<file path="config.mk">
export PLATFORM = sky130hd
export DESIGN_NAME = self_trigger_ctrl
export DESIGN_NICKNAME = d
export VERILOG_FILES = /design/src/rtl/self_trigger_ctrl.sv
export SDC_FILE = /design/constraint.sdc
export NUM_CORES = 1
export LEC_CHECK = 0
export CORE_MARGIN = 2
export CORE_UTILIZATION = 28
export DETAILED_ROUTE_END_ITERATION = 10
export PLACE_DENSITY = 0.56
export SKIP_LAST_GASP = 1
export SLEW_MARGIN = 20
export SYNTH_ARGS = -nofsm -noshare
export SYNTH_HDL_FRONTEND = slang
export SYNTH_SLANG_ARGS = --single-unit
</file>
<file path="constraint.sdc">
create_clock -name clk -period 2.1 [get_ports clk]
set_input_delay 0.21 -clock clk [delete_from_list [all_inputs] [get_ports clk]]
set_output_delay 0.21 -clock clk [all_outputs]
set_load 0.03 [all_outputs]
</file>
<file path="src/rtl/self_trigger_ctrl.sv">
// Board-level sequencer for the per-channel self_trigger blocks: arms the masked
// channels, merges their triggers into one req/ack transaction, then waits out a holdoff.
module self_trigger_ctrl #(
   parameter int NCHAN  = 5,
   parameter int HOLD_W = 16
) (
   input  logic              clk,
   input  logic              rst_n,
   input  logic              run_enable,
   input  logic [NCHAN-1:0]  chan_mask,
   input  logic [HOLD_W-1:0] holdoff,
   input  logic [NCHAN-1:0]  ready_in,
   input  logic [NCHAN-1:0]  trig_in,
   input  logic              trig_ack,
   output logic [NCHAN-1:0]  chan_enable,
   output logic              trig_req,
   output logic [NCHAN-1:0]  trig_chan,
   output logic [31:0]       trig_count,
   output logic [15:0]       drop_count,
   output logic              armed
);

   localparam logic [2:0] ST_IDLE    = 3'd0;
   localparam logic [2:0] ST_ARM     = 3'd1;
   localparam logic [2:0] ST_LISTEN  = 3'd2;
   localparam logic [2:0] ST_REQUEST = 3'd3;
   localparam logic [2:0] ST_HOLDOFF = 3'd4;

   logic [2:0]        state_reg, state_next;
   logic [NCHAN-1:0]  mask_reg, mask_next;
   logic [HOLD_W-1:0] hold_reg, hold_next;
   logic [HOLD_W-1:0] cnt_reg, cnt_next;
   logic [NCHAN-1:0]  trig_in_d_reg;
   logic [NCHAN-1:0]  chan_enable_reg;
   logic              trig_req_reg;
   logic [NCHAN-1:0]  trig_chan_reg, trig_chan_next;
   logic [31:0]       trig_count_reg, trig_count_next;
   logic [15:0]       drop_count_reg, drop_count_next;
   logic              armed_reg;

   logic [NCHAN-1:0]  edge_vec;
   logic [NCHAN-1:0]  not_ready;
   logic              any_edge;
   logic              any_not_ready;
   logic              drop_hit;

   // Per-channel rising-edge and readiness qualification against the latched mask
   genvar gi;
   generate
      for (gi = 0; gi < NCHAN; gi++) begin : g_chan
         assign edge_vec[gi]  = trig_in[gi] & ~trig_in_d_reg[gi] & mask_reg[gi];
         assign not_ready[gi] = mask_reg[gi] & ~ready_in[gi];
      end
   endgenerate

   assign any_edge      = |edge_vec;
   assign any_not_ready = |not_ready;

   always_comb begin
      state_next      = state_reg;
      mask_next       = mask_reg;
      hold_next       = hold_reg;
      cnt_next        = cnt_reg;
      trig_chan_next  = trig_chan_reg;
      trig_count_next = trig_count_reg;
      drop_count_next = drop_count_reg;
      drop_hit        = 1'b0;

      if (!run_enable) begin
         // Disable wins over everything; an edge in this cycle is neither accepted nor dropped
         state_next = ST_IDLE;
      end else begin
         case (state_reg)
            ST_IDLE: begin
               mask_next  = chan_mask;
               hold_next  = holdoff;
               state_next = ST_ARM;
            end
            ST_ARM: begin
               drop_hit = any_edge;
               if ((mask_reg != '0) && !any_not_ready) begin
                  state_next = ST_LISTEN;
               end
            end
            ST_LISTEN: begin
               if (any_edge) begin
                  trig_chan_next  = edge_vec;
                  trig_count_next = trig_count_reg + 32'd1;
                  state_next      = ST_REQUEST;
               end else if (any_not_ready) begin
                  state_next = ST_ARM;
               end
            end
            ST_REQUEST: begin
               drop_hit = any_edge;
               if (trig_ack) begin
                  if (hold_reg == '0) begin
                     state_next = ST_LISTEN;
                  end else begin
                     cnt_next   = hold_reg;
                     state_next = ST_HOLDOFF;
                  end
               end
            end
            ST_HOLDOFF: begin
               drop_hit = any_edge;
               cnt_next = cnt_reg - HOLD_W'(1);
               if (cnt_reg <= HOLD_W'(1)) begin
                  state_next = ST_LISTEN;
               end
            end
            default: begin
               state_next = ST_IDLE;
            end
         endcase
      end

      if (drop_hit && (drop_count_reg != 16'hFFFF)) begin
         drop_count_next = drop_count_reg + 16'd1;
      end
   end

   // Outputs are derived from the next state so they line up with the state register
   always_ff @(posedge clk) begin
      if (!rst_n) begin
         state_reg       <= ST_IDLE;
         mask_reg        <= '0;
         hold_reg        <= '0;
         cnt_reg         <= '0;
         trig_in_d_reg   <= '0;
         chan_enable_reg <= '0;
         trig_req_reg    <= 1'b0;
         trig_chan_reg   <= '0;
         trig_count_reg  <= '0;
         drop_count_reg  <= '0;
         armed_reg       <= 1'b0;
      end else begin
         state_reg       <= state_next;
         mask_reg        <= mask_next;
         hold_reg        <= hold_next;
         cnt_reg         <= cnt_next;
         trig_in_d_reg   <= trig_in;
         chan_enable_reg <= (state_next != ST_IDLE) ? mask_next : '0;
         trig_req_reg    <= (state_next == ST_REQUEST);
         trig_chan_reg   <= trig_chan_next;
         trig_count_reg  <= trig_count_next;
         drop_count_reg  <= drop_count_next;
         armed_reg       <= (state_next == ST_LISTEN);
      end
   end

   assign chan_enable = chan_enable_reg;
   assign trig_req    = trig_req_reg;
   assign trig_chan   = trig_chan_reg;
   assign trig_count  = trig_count_reg;
   assign drop_count  = drop_count_reg;
   assign armed       = armed_reg;

endmodule

</file>
==> summary.md, run 1 <==
| Metric | Value |
|---|---|
| Mapped Cells | `roughly 620` |
| Total CTS buffers | `9` |
| Tot GR Track Use | `about 15%` |
| Cell variety after synth | `63` |
| Die Width | `between 100 and 150 um` |
| Slew margin rel. | `roughly 72%` |
| Final Hold Vio Count | `0` |
| I/O Pins | `95` |
| Final nets | `788` |
| Worst Path Required | `2.38 ns` |
| Sequential cell area | `~2100 um2` |
| Status | `finished clean` |
| RSZ-0062 raised after global routing | `yes` |
| Psw | `approximately 1000 uW` |
| Initial antenna violation count | `0` |
| Multi-input logic area | `about 2800 um2` |
| GPL Wtd Cong | `0.828` |
| Inserted Diodes | `0` |
| Synth Area per Inst | `8.21 um2` |
| Sequential fraction of the synthesis area | `41.2%` |
| Yosys warning total | `0` |
| Comb pwr share | `between 8 and 9%` |
| Worst-Margin Slew | `0.422 ns` |
| Peak Freq | `roughly 510 MHz` |
| Initial Utilization | `~28%` |
| Core Box Area | `between 15000 and 20000 um2` |
| Cell area after synthesis | `5100 um2` |
| Largest net degree at the start of global routing | `47` |
| Pwr Total | `between 4000 and 5000 uW` |
| HPWL after detailed placement | `10.1 mm` |
| Vias | `~5000` |
| IO buf count | `94` |
| Clock transition at path regs | `~0.070 ns` |
| Hold Crit Class | `in -> reg` |
| Layout area overhead | `37.8%` |
| Buffer depth of the longest clock path | `2` |
| Post-route DRC violation count | `0` |
| Fin. max-slew vios | `0` |
| Sink Count | `between 100 and 150` |
| CP Class | `reg -> reg` |
| Lkg Pwr | `0.00248 uW` |
| Max FO, Critical Path | `17` |
| Max reg flops | `32` |
| Arr. time, crit path | `2.25 ns` |
| Final ANT Viol Nets | `0` |
| Met1 usage | `between 20% and 30%` |
| Global-route wire length before repair | `around 24 mm` |
| Final Cycle Share | `93.7%` |
| Die Ht | `139 um` |
| Internal power | `roughly 3200 uW` |
| Vias in the first global route | `about 4800` |
| Clock Power Share | `between 40% and 50%` |
| CP startpoint kind | `register` |
| Met3 GRT Util | `between 3 and 4%` |
| Syn_nets | `660` |
| Die area | `19300 um2` |
| Rows | `49` |
| Layout cell share with drive strength beyond 1 | `around 13%` |
| Fillers | `around 1900` |
| Busiest metal layer after global routing | `met2` |
| Most frequent cells in the layout | `105 x dfxtp_1, 94 x clkdlybuf4s50_1, 80 x nand2_1` |
| Worst clock skew | `0.0110 ns` |
| CTS root buffer | `clkbuf_16` |
| Sw Share | `a little under a quarter` |
| Crit end category | `register` |
| Routed wire per std cell | `14.4 um` |
| Detailed Route Iter0 Violations | `324` |
| Top_reg_cell synth | `dfxtp_1` |
| Routed WL | `between 10 and 15 mm` |
| Clock Latency Late Sink | `roughly 0.35 ns` |
| CTS tree | `yes` |
| GRT overflow | `0` |
| Worst ir drop on vdd | `approximately 0.0004 V` |
| Final setup violation count | `0` |
| Max H-tree Level | `3` |
| Met2 Track Usage GR | `24.0%` |
| Flop pwr share | `48.4%` |
| Min Tclk post-route | `1.97 ns` |
| Synthesized flop and latch total | `105` |
| PwrDens | `604 nW/um2` |
| Commonest non-fill, non-tap cell in the layout | `dfxtp_1` |
| Final Core Density | `between 30 and 40%` |
| Number of synthesized flops with an enable pin | `0` |
| Number of max-cap violations | `0` |
| Routed vias/inst | `~5.1` |
| Total iterations of the first detailed-routing run | `4` |
| Synth async-reset ratio | `0%` |
==> power groups by stage <==
stage	clock (uW)	combinational (uW)	sequential (uW)
after floorplan	0	191	2100
after global placement	0	369	2100
after detailed placement	0	368	2100
after CTS	1880	370	2060
after global routing	1960	403	2060
final	1820	366	2060
==> kinds of logic after synthesis <==
kind of cell	count (synthesis)	synth area share, %
multiplexers	12	2.36
AO/OA/AOI/OAI	168	20.1
XOR/XNOR	8	1.37
buffers and inverters	55	4.74
flip-flops	105	41.2
AND/OR/NAND/NOR	269	29.2
adder cells (fa/ha/maj)	4	0.981
==> per-layer routing <==
layer / wire length (um) / part of all wire [%] / vias up
met2: 6440 / 46 / 99
met1: 6930 / 49 / 2329
met5: 0 / 0 / -
li1: - / - / 2525
met4: 242 / 1.7 / 0
met3: 541 / 3.8 / 14
==> worst max-delay path: stages (launching register included) <==
cell      delay (ns)
dfxtp_1         0.39
nand4_2         0.16
nor4_4          0.26
buf_4           0.19
o211ai_2        0.12
buf_12          0.16
or4_1           0.46
a21oi_1         0.15
==> synthesized netlist by cell type, types with 12 or more instances <==
cell        n  area [um2]
dfxtp_1   105        2100
nand2_1    80         300
a21oi_1    75         375
nor2_1     48         180
o21ai_0    30         150
or4_1      24         180
clkbuf_1   22        82.6
o31ai_1    22         165
inv_1      16        60.1
nand3_1    14        70.1
nor4_1     14        87.6
mux2i_1    12         120
nand4_1    12        75.1
or3_1      12        75.1
==> path summary, 6_finish.rpt <==
check | from | to | slack [ns] | cells after the start
max | trig_count[5] | trig_count[28] | 0.13 | 7
min | holdoff[4] | hold_reg[4] | 0.40 | 3
max reg2reg | trig_count[5] | trig_count[28] | 0.13 | 7
min reg2reg | hold_reg[2] | hold_reg[2] | 0.47 | 2
==> cell type report <==
class | instances | area share, %
Multi-Input combinational cell | 461 | 39.5
Tap cell | 229 | 4.08
Inverter | 17 | 0.908
Clock inverter | 4 | 0.819
Timing Repair Buffer | 155 | 21.0
Sequential cell | 105 | 29.9
Clock buffer | 12 | 3.79
==> stage by stage <==
step / setup TNS, ns / hold WS, ns / worst slack [ns] / instance area [um2] / cells
2_1_floorplan: 0 / 0.332 / 0.0684 / 5100 / 621
3_3_place_gp: -0.800 / 0.462 / -0.0886 / 6680 / 966
3_5_place_dp: -1.04 / 0.465 / -0.0769 / 6680 / 966
4_1_cts: 0 / 0.387 / 0.0771 / 7010 / 982
5_1_grt: -0.0219 / 0.412 / -0.0219 / 7030 / 983
6_report: 0 / 0.398 / 0.132 / 7030 / 983
==> repair_timing <==
item / in CTS / in global routing
setup endpoints to repair: 0 / 19
hold buffers: 0 / 0
setup buffers: 0 / 1
resized for setup: 0 / 2
Power figures use the tool's default switching activity.
==> inputs of run 2 (changes only) <==
Settings changed: CTS_CLUSTER_DIAMETER set to 60.
==> results of run 2 <==
The final DEF is identical to that of run 1; final timing and power are the same.
